File: src/rtl/pc_fetch_sequencer_if.sv
// Instruction-memory request bus between the fetch sequencer (master) and imem (slave).
interface pc_fetch_sequencer_if;
  logic        imem_req;
  logic [31:0] imem_addr;
  logic        imem_ready;

  modport master (output imem_req, output imem_addr, input imem_ready);
  modport slave  (input imem_req, input imem_addr, output imem_ready);
endinterface

File: src/rtl/pc_fetch_sequencer.sv
// Fetch PC owner: sequences imem requests, applies execute-stage redirects, squashes wrong-path fetches.
// Optional misaligned-target trap enabled by defining PC_MISALIGN_TRAP_EN.
module pc_fetch_sequencer #(
  parameter logic [31:0] RESET_PC    = 32'h0000_0000,
  parameter logic [31:0] TRAP_VECTOR = 32'h0000_0100
) (
  input  logic                        clk,
  input  logic                        rst_n,
  input  logic                        stall,
  input  logic                        ex_valid,
  input  logic                        jump_flag,
  input  logic [31:0]                 jump_target,
  pc_fetch_sequencer_if.master        imem,
  output logic                        if_valid,
  output logic [31:0]                 if_pc,
  output logic                        flush,
  output logic [31:0]                 pc_q,
  output logic                        misalign_exc
);

  typedef enum logic [1:0] {
    S_IDLE  = 2'd0,
    S_REQ   = 2'd1,
    S_DRAIN = 2'd2
  } state_e;

  state_e      state_q, state_d;
  logic [31:0] pc_d;
  logic [31:0] redir_q, redir_d;
  logic        req_q, req_d;
  logic        taken, mis;
  logic [31:0] tgt;
  logic        rdy;

  assign taken = ex_valid & jump_flag;
  assign rdy   = imem.imem_ready;

`ifdef PC_MISALIGN_TRAP_EN
  assign mis = taken & (jump_target[1:0] != 2'b00);
  assign tgt = (jump_target[1:0] != 2'b00) ? TRAP_VECTOR : jump_target;
`else
  logic unused_tgt_lsb;
  assign unused_tgt_lsb = ^{jump_target[1:0], TRAP_VECTOR};
  assign mis = 1'b0;
  assign tgt = {jump_target[31:2], 2'b00};
`endif

  assign flush          = taken;
  assign misalign_exc   = mis;
  assign imem.imem_req  = req_q;
  assign imem.imem_addr = pc_q;
  assign if_pc          = pc_q;
  assign if_valid       = (state_q == S_REQ) & rdy & ~taken;

  always_comb begin
    state_d = state_q;
    pc_d    = pc_q;
    redir_d = redir_q;
    case (state_q)
      S_IDLE: begin
        if (taken) pc_d = tgt;
        state_d = stall ? S_IDLE : S_REQ;
      end
      S_REQ: begin
        if (rdy) begin
          pc_d    = taken ? tgt : pc_q + 32'd4;
          state_d = stall ? S_IDLE : S_REQ;
        end else if (taken) begin
          // request must stay stable on the bus; park the redirect until accepted
          redir_d = tgt;
          state_d = S_DRAIN;
        end
      end
      S_DRAIN: begin
        if (taken) redir_d = tgt;
        if (rdy) begin
          pc_d    = taken ? tgt : redir_q;
          state_d = stall ? S_IDLE : S_REQ;
        end
      end
      default: state_d = S_IDLE;
    endcase
    req_d = (state_d != S_IDLE);
  end

  always_ff @(posedge clk or negedge rst_n) begin
    if (!rst_n) begin
      state_q <= S_IDLE;
      pc_q    <= RESET_PC;
      redir_q <= 32'h0;
      req_q   <= 1'b0;
    end else begin
      state_q <= state_d;
      pc_q    <= pc_d;
      redir_q <= redir_d;
      req_q   <= req_d;
    end
  end

endmodule

File: src/flat_wrapper.sv
// flat-port wrapper written by rule: the top's interface ports become plain ports
module pc_fetch_sequencer_flat 
#(
  parameter logic [31:0] RESET_PC    = 32'h0000_0000,
  parameter logic [31:0] TRAP_VECTOR = 32'h0000_0100
)
  (clk, rst_n, stall, ex_valid, jump_flag, jump_target, if_valid, if_pc, flush, pc_q, misalign_exc, imem_imem_req, imem_imem_addr, imem_imem_ready);
  pc_fetch_sequencer_if imem_i ();
  input  logic clk;
  input  logic rst_n;
  input  logic stall;
  input  logic ex_valid;
  input  logic jump_flag;
  input  logic [31:0] jump_target;
  output logic if_valid;
  output logic [31:0] if_pc;
  output logic flush;
  output logic [31:0] pc_q;
  output logic misalign_exc;
  output wire logic [$bits(imem_i.imem_req)-1:0] imem_imem_req;
  output wire logic [$bits(imem_i.imem_addr)-1:0] imem_imem_addr;
  input wire logic [$bits(imem_i.imem_ready)-1:0] imem_imem_ready;
  assign imem_imem_req = imem_i.imem_req;
  assign imem_imem_addr = imem_i.imem_addr;
  assign imem_i.imem_ready = imem_imem_ready;
  pc_fetch_sequencer #(.RESET_PC(RESET_PC), .TRAP_VECTOR(TRAP_VECTOR)) u_core (.clk(clk), .rst_n(rst_n), .stall(stall), .ex_valid(ex_valid), .jump_flag(jump_flag), .jump_target(jump_target), .imem(imem_i), .if_valid(if_valid), .if_pc(if_pc), .flush(flush), .pc_q(pc_q), .misalign_exc(misalign_exc));
endmodule
File: config.mk
export PLATFORM = sky130hd
export DESIGN_NAME = pc_fetch_sequencer_flat
export DESIGN_NICKNAME = d
export VERILOG_FILES = /design/src/rtl/pc_fetch_sequencer_if.sv /design/src/rtl/pc_fetch_sequencer.sv /design/src/flat_wrapper.sv
export SDC_FILE = /design/constraint.sdc
export NUM_CORES = 1
export LEC_CHECK = 0
export BUFFER_PORTS_ARGS = -buffer_cell sky130_fd_sc_hd__buf_2
export CORE_ASPECT_RATIO = 0.7
export CORE_MARGIN = 3
export CORE_UTILIZATION = 30
export CTS_CLUSTER_DIAMETER = 150
export CTS_CLUSTER_SIZE = 14
export DETAILED_ROUTE_END_ITERATION = 10
export GPL_TIMING_DRIVEN = 0
export PLACE_DENSITY_LB_ADDON = 0.1
export SYNTH_ARGS = -nofsm -noshare
export SYNTH_HDL_FRONTEND = slang
export SYNTH_SLANG_ARGS = --single-unit
File: constraint.sdc
create_clock -name clk -period 2.8 [get_ports clk]
set_input_delay 0.28 -clock clk [delete_from_list [all_inputs] [get_ports clk]]
set_output_delay 0.28 -clock clk [all_outputs]
set_load 0.01 [all_outputs]
# [After elaboration in Yosys (flattened, before gate mapping)]
# Index checks and enable logic that the tools add are counted.
[totals] mem_bits_rw=0 inputBits=38 latchBits=0 register_bits=67 memories=0 romBits=0 out_inout_bits=100
[op_classes] n_mul=0 shift=0 addsub=1 order_cmp=0 n_bitwise=4 muxes=13 eq_ne=6 reduce_logical=6 div=0
[op_table] operator="2-to-1 mux 32 bit" count=6
[op_table] operator="one-hot mux 32 bit (3 select lines)" count=1
[op_table] operator="one-hot mux 32 bit (2 select lines)" count=1
[op_table] operator="adder 32 x 3 -> 32 bit, second input constant" count=1
[op_table] operator="2-to-1 mux 2 bit" count=3
[op_table] operator="!= test 2 bit, second input constant" count=3
[op_table] operator="one-hot mux 2 bit (3 select lines)" count=1
[op_table] operator="AND reduction 4 bit" count=1
[op_table] operator="nonzero test 2 bit" count=2
[op_table] operator="bitwise AND 1 bit" count=3
[op_table] operator="nonzero test 3 bit" count=1
[op_table] operator="== test 2 x 1 -> 1 bit, second input constant" count=1
[op_table] operator="== test 2 bit, second input constant" count=1
[op_table] operator="logical NOT 2 bit" count=1
[op_table] operator="!= test 2 x 1 -> 1 bit, second input constant" count=1
[op_table] operator="AND reduction 2 bit" count=1
[op_table] operator="2-to-1 mux 1 bit" count=1
[op_table] operator="inverter 1 bit" count=1

# [Logic depth before layout (Yosys ltp)]
# Gate-level depths: netlist of the first run.
[depth] ltp_word=5 depth_mapped=9 ltp_nobuf=7

# [Worst setup path after synthesis of the first run]
# No wires, ideal clock.
[synth_path] kind="reg2reg" start="reg u_core.pc_q[2] (netlist: u_core.if_pc[2])" end="reg u_core.pc_q[28] (netlist: u_core.if_pc[28])" n_path_buf=1 stages_incl_launch_ff=8 synth_period_minus_slack_ns=2.227 path_slack_ns=0.573 arrival_ns=2.150 required_ns=2.722 path_cell_list="dfrtp_1 > ha_1 > nand3_1 > or4_1 > buf_2 > or3_4 > o31ai_2 > o2bb2ai_1"
[synth_between] elab_chain_cells=4
[synth_lines] item="start: declaration" line="pc_fetch_sequencer.sv:17" source="output logic [31:0] pc_q,"
[synth_lines] item="start signal: assignment" line="pc_fetch_sequencer.sv:94" source="pc_q <= pc_d;"
[synth_lines] item="adder 32 x 3 -> 32 bit" line="pc_fetch_sequencer.sv:66" source="pc_d = taken ? tgt : pc_q + 32'd4;"
[synth_lines] item="2-to-1 mux 32 bit" line="pc_fetch_sequencer.sv:66"
[synth_lines] item="2-to-1 mux 32 bit" line="pc_fetch_sequencer.sv:65" source="if (rdy) begin"
[synth_lines] item="one-hot mux 32 bit (3 select lines)" line="pc_fetch_sequencer.sv:59" source="case (state_q)"
# No other way between the ends. The select of a mux whose other input is x is not followed.
# A chain may end at the register's enable or synchronous reset.

# [Final worst setup path of the first run]
[layout_path] start="reg u_core.state_q[1]" end="reg u_core.redir_q[8]"
[layout_between] elab_chain_cells=3 word_cells_on_any_way=6 cone_classes="eq/ne (3); mux (1); reduce/logical (2)"
[layout_lines] item="start: declaration" line="pc_fetch_sequencer.sv:27" source="state_e state_q, state_d;"
[layout_lines] item="start signal: assignment" line="pc_fetch_sequencer.sv:93" source="state_q <= state_d;"
[layout_lines] item="== test 2 x 1 -> 1 bit / == test 2 bit (equally long branches)" line="pc_fetch_sequencer.sv:59"
[layout_lines] item="!= test 2 bit (no source line) / nonzero test 2 bit (equally long branches)"
[layout_lines] item="AND reduction 2 bit (no source line)"
[layout_lines] item="end signal: assignment" line="pc_fetch_sequencer.sv:95" source="redir_q <= redir_d;"
[layout_lines] item="end: declaration" line="pc_fetch_sequencer.sv:29" source="logic [31:0] redir_q, redir_d;"
# Several ways; a longest one is shown, not always the timed one.

==> results of run 1 <==
==> cells by family after synthesis <==
family,Yosys count,synth area share
AO/OA/AOI/OAI,149,0.246
adder cells (fa/ha/maj),5,0.0141
buffers and inverters,112,0.150
flip-flops,67,0.378
multiplexers,31,0.0784
other,1,0.000845
AND/OR/NAND/NOR,110,0.133
==> routing by layer <==
| layer | up-vias | track usage |
|---|---|---|
| met2 | 238 | 0.279 |
| li1 | 2017 | - |
| met3 | 14 | 0.0450 |
| met4 | 0 | 0.0433 |
| met5 | - | 0 |
| met1 | 2085 | 0.286 |
==> registers in the layout, summed over array words and instances (netlist names) <==
| register | count |
|---|---|
| u_core.if_pc | 32 |
| u_core.state_q | 2 |
| u_core.imem.imem_req | 1 |
| u_core.redir_q | 32 |
==> cells in the final DEF, fill, tap and decap left out, drive strengths merged, types with 3 or more instances in the layout <==
cell type / instances
a21oi: 10
a221oi: 6
a22o: 37
a22oi: 11
a31oi: 8
and3: 5
and4: 3
buf: 203
clkbuf: 44
clkinv: 3
dfrtp: 67
ha: 5
inv: 12
mux2: 30
nand2: 29
nand3: 17
nand4: 9
nor2: 18
nor3: 8
nor4: 5
o211ai: 4
o21ai: 40
o2bb2ai: 6
o31ai: 3
o41ai: 3
or2: 3
or3: 3
==> metrics by stage <==
stage / TNS, ns / cell area [sq um] / instances / util
after CTS: 0 / 5650 / 816 / 0.398
final: 0 / 5670 / 816 / 0.399
after global routing: 0 / 5670 / 816 / 0.399
after global placement: -1.07 / 5340 / 799 / 0.377
after detailed placement: -1.29 / 5370 / 800 / 0.379
after floorplan: 0 / 4440 / 475 / -
==> worst max path at each step <==
stage                                      from                            end  slack (ns)  depth (start not counted)
global placement    u_core.state_q[1]$_DFF_PN0_   u_core.if_pc[23]$_DFFE_PN0P_       -0.24                          8
floorplan           u_core.if_pc[2]$_DFFE_PN0P_   u_core.if_pc[28]$_DFFE_PN0P_        0.57                          7
detailed placement  u_core.state_q[1]$_DFF_PN0_   u_core.if_pc[23]$_DFFE_PN0P_       -0.22                          8
global route        u_core.state_q[0]$_DFF_PN0_   u_core.if_pc[20]$_DFFE_PN0P_       0.004                          9
finish              u_core.state_q[1]$_DFF_PN0_  u_core.redir_q[8]$_DFFE_PN0P_        0.20                          7
CTS                 u_core.state_q[0]$_DFF_PN0_   u_core.if_pc[13]$_DFFE_PN0P_        0.05                          9
==> repair_timing <==
item	in CTS	in global routing
cloned	0	0
setup endpoints to repair	14	32
resized for setup	3	17
hold endpoints to repair	67	0
hold buffers	1	0
==> power by group <==
group | internal [mW] | total [mW] | switching (mW) | leakage (nW)
logic | 1.25 | 2.42 | 1.17 | 1.77
clock network | 0.614 | 1.03 | 0.418 | 0.132
registers | 1.35 | 1.83 | 0.479 | 0.827
total | 3.21 | 5.29 | 2.07 | 2.73
==> cell type report <==
cell class,count,area share
clock inverters,3,0.00265
repair buffers,136,0.125
clock buffers,12,0.0435
well taps,190,0.0420
multi-input cells,296,0.371
plain buffers,100,0.112
flip-flops and latches,67,0.296
inverters,12,0.00795
==> flow_metrics.env, run 1 <==
export IMPL_run_status="completed"
export IMPL_wl_met1_um=7320
export IMPL_relSlewSlack=0.496
export IMPL_r2r_start="u_core.state_q[1]$_DFF_PN0_"
export IMPL_min_to="u_core.state_q[1]$_DFF_PN0_"
export IMPL_worst_pin_slew_ns=0.756
export IMPL_reg2reg_depth=7
export IMPL_cp_top_family="buffers and inverters"
export IMPL_grt_max_degree=68
export IMPL_yosysMostFrequentCell="dfrtp_1"
export IMPL_reg2reg_slack_ns=0.20
export IMPL_top_layer="met4"
export IMPL_crit_chain="inv_1 -> ha_1 -> clkbuf_1 -> nand2_1 -> nand3_1 -> clkbuf_1 -> mux2_2"
export IMPL_grt_overflow_total=0
export IMPL_worstHoldPathCells=2
export IMPL_grt_total_usage=0.192
export IMPL_critPathBufInv=3
export IMPL_grt_setup_unrepaired="no"
export IMPL_hold_worst_slack_ns=0.195
export IMPL_grt_pass1_vias=4083
export IMPL_path_clk_slew_ns=0.06
export IMPL_routed_wl_um=15400
export IMPL_yosys_top_cells_area="dfrtp_1 38%, buf_4 11%, mux2_2 7.6%, a22o_1 7.3%, o21ai_0 4.4%"
export IMPL_p_leak_nw=2.73
export IMPL_h_tree_depth=3
export IMPL_cp_max_fo=10
export IMPL_final_setup_skew_ns=0.00532
export IMPL_wire_per_inst_um=18.8
export IMPL_synth_nets=518
export IMPL_drc=0
export IMPL_cts_buffer_depth=2
export IMPL_area_delta_synth_final_pct=27.8
export IMPL_cp_end_kind="flip-flop"
export IMPL_vias=4354
export IMPL_nets=665
export IMPL_clkLatencyLatePin_ns=0.33
export IMPL_final_setup_worst_slack_ns=0.201
export IMPL_register_area_sq_um=1680
export IMPL_start_util=0.313
export IMPL_cts_setup_buffers=0
export IMPL_ys_flop_type="dfrtp_1"
export IMPL_min_from="imem_imem_ready"
export IMPL_drt_iter0_markers=459
export IMPL_setup_worst_path_class="flip-flop to flip-flop"
export IMPL_clock_fmax_mhz=385
export IMPL_synth_edff_count=0
export IMPL_slowest_delay_ns=0.59
export IMPL_avgSynthCellArea_sq_um=9.34
export IMPL_wl_met3_um=1380
export IMPL_fp_dieW_um=151
export IMPL_die_area_sq_um=16300
export IMPL_multi_input_area_sq_um=2100
export IMPL_drtPass1Iterations=6
export IMPL_gp_congestion=0.851
export IMPL_antenna_found_initial=0
export IMPL_synth_cells=475
export IMPL_wl_met2_um=6470
export IMPL_yosysWarnings=0
export IMPL_cts_made_buffers=9
export IMPL_clock_sinks=67
export IMPL_fill_cells=1423
export IMPL_syn_area_sq_um=4440
export IMPL_critPathRequiredTime_ns=3.02
export IMPL_powerDensity_nw_per_um2=933
export IMPL_total_power_mw=5.29
export IMPL_period_share=0.928
export IMPL_crit_path_top_delay_cell="clkbuf_1"
export IMPL_synth_area_leader_cell="dfrtp_1"
export IMPL_portBuffers=134
export IMPL_synth_top_cells_by_count="67 x dfrtp_1, 65 x buf_4, 39 x o21ai_0"
export IMPL_cp_start_kind="flip-flop"
export IMPL_rows=36
export IMPL_fin_crit_ns=2.60
export IMPL_arrival_ns=2.82
export IMPL_fp_coreArea_sq_um=14200
export IMPL_r2r_end="u_core.redir_q[8]$_DFFE_PN0P_"
export IMPL_post_place_ws_ns=-0.216
export IMPL_setup_violations=0
export IMPL_hpwl_um=10900
export IMPL_ys_types=56
export IMPL_viasPerCell=5.34
export IMPL_cts_tree="built"
export IMPL_irDropWorstVdd_v=0.000394
export IMPL_postRouteAntennaNets=0
export IMPL_cpMostUsedCell="clkbuf_1"
export IMPL_ys_ff_latch=67
export IMPL_hp_class="input pin to flip-flop"
export IMPL_synth_seq_area_share=0.378
export IMPL_maxSlewViolCount=0
export IMPL_maxCapViolCount=0
export IMPL_ys_async_sr_fraction=1.00
export IMPL_hold_violations=0
export IMPL_die_h_um=108
export IMPL_drive_gt1_frac=0.425
export IMPL_num_antenna_cells=0
export IMPL_root_buffer="clkbuf_16"
export IMPL_ios=138
export IMPL_yosys_area_top_type_share=0.378
export IMPL_grt_pass1_wl_um=23900
No activity file was read; power rests on OpenSTA's default activity.
==> run 2: changes to the inputs <==
Settings changed: SETUP_SLACK_MARGIN from default to 0.3.
==> flow_metrics.env, run 2 (same netlist as run 1, synthesis figures left out) <==
export IMPL_p_sw_frac=0.389
export IMPL_hold_violations=0
export IMPL_irDropWorstVdd_v=0.000394
export IMPL_gp_congestion=0.851
export IMPL_min_from="imem_imem_ready"
export IMPL_fin_crit_ns=2.42
export IMPL_clock_sinks=67
export IMPL_r2r_start="u_core.if_pc[7]$_DFFE_PN0P_"
export IMPL_maxCapViolCount=0
export IMPL_p_int_mw=3.26
export IMPL_cp_start_kind="flip-flop"
export IMPL_path_clk_slew_ns=0.05
export IMPL_startpoint="u_core.if_pc[7]$_DFFE_PN0P_"
export IMPL_clkLatencyLatePin_ns=0.33
export IMPL_total_power_mw=5.34
export IMPL_antenna_found_initial=0
export IMPL_fill_cells=1407
export IMPL_die_area_sq_um=16300
export IMPL_nets=669
export IMPL_maxSlewViolCount=0
export IMPL_power_switching_mw=2.08
export IMPL_power_frac_seq=0.342
export IMPL_postRouteAntennaNets=0
export IMPL_worstHoldPathCells=2
export IMPL_rows=36
export IMPL_start_util=0.313
export IMPL_layout_common_cells="137 x buf_2, 71 x buf_4, 64 x dfrtp_1, 39 x o21ai_0, 37 x a22o_1"
export IMPL_grt_setup_unrepaired="yes"
export IMPL_r2r_end="u_core.if_pc[18]$_DFFE_PN0P_"
export IMPL_hp_class="input pin to flip-flop"
export IMPL_hpwl_um=10900
export IMPL_post_place_ws_ns=-0.216
export IMPL_multi_input_area_sq_um=2130
export IMPL_reg2reg_slack_ns=0.38
export IMPL_arrival_ns=2.63
export IMPL_final_setup_worst_slack_ns=0.381
export IMPL_drt_iter0_markers=369
export IMPL_critPathRequiredTime_ns=3.01
export IMPL_setup_violations=0
export IMPL_portBuffers=134
export IMPL_combinationalPowerShare=0.465
export IMPL_drive_gt1_frac=0.460
export IMPL_clock_fmax_mhz=413
export IMPL_routed_wl_um=15400
export IMPL_grt_max_degree=68
export IMPL_worst_pin_slew_ns=0.763
export IMPL_period_share=0.864
export IMPL_grt_pass1_vias=4083
export IMPL_fp_coreArea_sq_um=14200
export IMPL_setup_worst_path_class="flip-flop to flip-flop"
export IMPL_wire_per_inst_um=18.7
export IMPL_die_h_um=108
export IMPL_fp_dieW_um=151
export IMPL_drtPass1Iterations=5
export IMPL_cp_end_kind="flip-flop"
export IMPL_p_clk_frac=0.193
export IMPL_layoutNonFillerInstCount=820
export IMPL_run_status="completed"
export IMPL_min_to="u_core.state_q[1]$_DFF_PN0_"
export IMPL_root_buffer="clkbuf_16"
export IMPL_relSlewSlack=0.491
export IMPL_grt_total_usage=0.192
export IMPL_layout_commonest_cell="buf_2"
export IMPL_p_leak_nw=2.77
export IMPL_cts_buffer_depth=2
export IMPL_register_area_sq_um=1680
export IMPL_grt_overflow_total=0
export IMPL_h_tree_depth=3
export IMPL_num_antenna_cells=0
export IMPL_viasPerCell=5.30
export IMPL_powerDensity_nw_per_um2=927
export IMPL_area_delta_synth_final_pct=29.9
export IMPL_reg2reg_depth=6
export IMPL_grt_pass1_wl_um=23900
export IMPL_cts_made_buffers=9
export IMPL_vias=4348
export IMPL_drc=0
export IMPL_cp_max_fo=9
export IMPL_final_setup_skew_ns=0.00450
export IMPL_ios=138
export IMPL_cts_tree="built"
export IMPL_dp_cells=800
## run 2: cell types whose count changed in the layout (fill, tap and decap cells not counted), sizes merged
cell    change
buf         +7
clkbuf      -3
## run 2: what timing repair did
action / CTS / global route
endpoints found under the hold margin: 67 / 0
resized for setup: 21 / 32
gates cloned: 0 / 0
pin swaps: 0 / 3
endpoints found under the setup margin: 60 / 53
setup buffers: 0 / 4
hold buffers: 1 / 0
## run 2: worst max-delay path: stages, from the launching register on
cell and delay [ns]:
dfrtp_1 0.53, nand4_2 0.26, or2_2 0.33, clkbuf_1 0.18
nor3_1 0.47, a31oi_1 0.16, o32a_1 0.36
## run 2: power groups by stage
| stage | Clock [mW] | Combinational [mW] | Sequential, mW |
|---|---|---|---|
| finish | 1.03 | 2.48 | 1.83 |
| CTS | 1.06 | 2.44 | 1.83 |
| floorplan | 0 | 1.49 | 1.78 |
| global placement | 0 | 2.39 | 1.81 |
| detailed placement | 0 | 2.41 | 1.84 |
| global route | 1.10 | 2.72 | 1.91 |
## run 2: final cells by class
type / count / share of cell area
multi-input cells: 296 / 0.370
flip-flops and latches: 67 / 0.292
repair buffers: 140 / 0.129
plain buffers: 100 / 0.115
clock buffers: 12 / 0.0428
well taps: 190 / 0.0413
inverters: 12 / 0.00782
clock inverters: 3 / 0.00261
## run 2: worst max path at each step
stage / end / slack, ns
floorplan: u_core.if_pc[28]$_DFFE_PN0P_ / 0.57
global placement: u_core.if_pc[23]$_DFFE_PN0P_ / -0.24
detailed placement: u_core.if_pc[23]$_DFFE_PN0P_ / -0.22
CTS: u_core.if_pc[1]$_DFFE_PN0P_ / 0.19
global route: u_core.if_pc[9]$_DFFE_PN0P_ / 0.28
finish: u_core.if_pc[18]$_DFFE_PN0P_ / 0.38
## run 2: per-layer routing
| metal | part of all wire | global-route usage |
|---|---|---|
| met3 | 0.097 | 0.0450 |
| met4 | 0.012 | 0.0433 |
| met1 | 0.47 | 0.286 |
| met5 | 0 | 0 |
| met2 | 0.42 | 0.280 |
## run 2: metrics by stage
step	TNS, ns	instance area, sq um	hold WS (ns)	util
finish	0	5760	0.201	0.406
detailed placement	-1.29	5370	0.322	0.379
global route	0	5760	0.207	0.406
global placement	-1.07	5340	0.474	0.377
CTS	0	5680	0.185	0.400
floorplan	0	4440	-0.0156	-
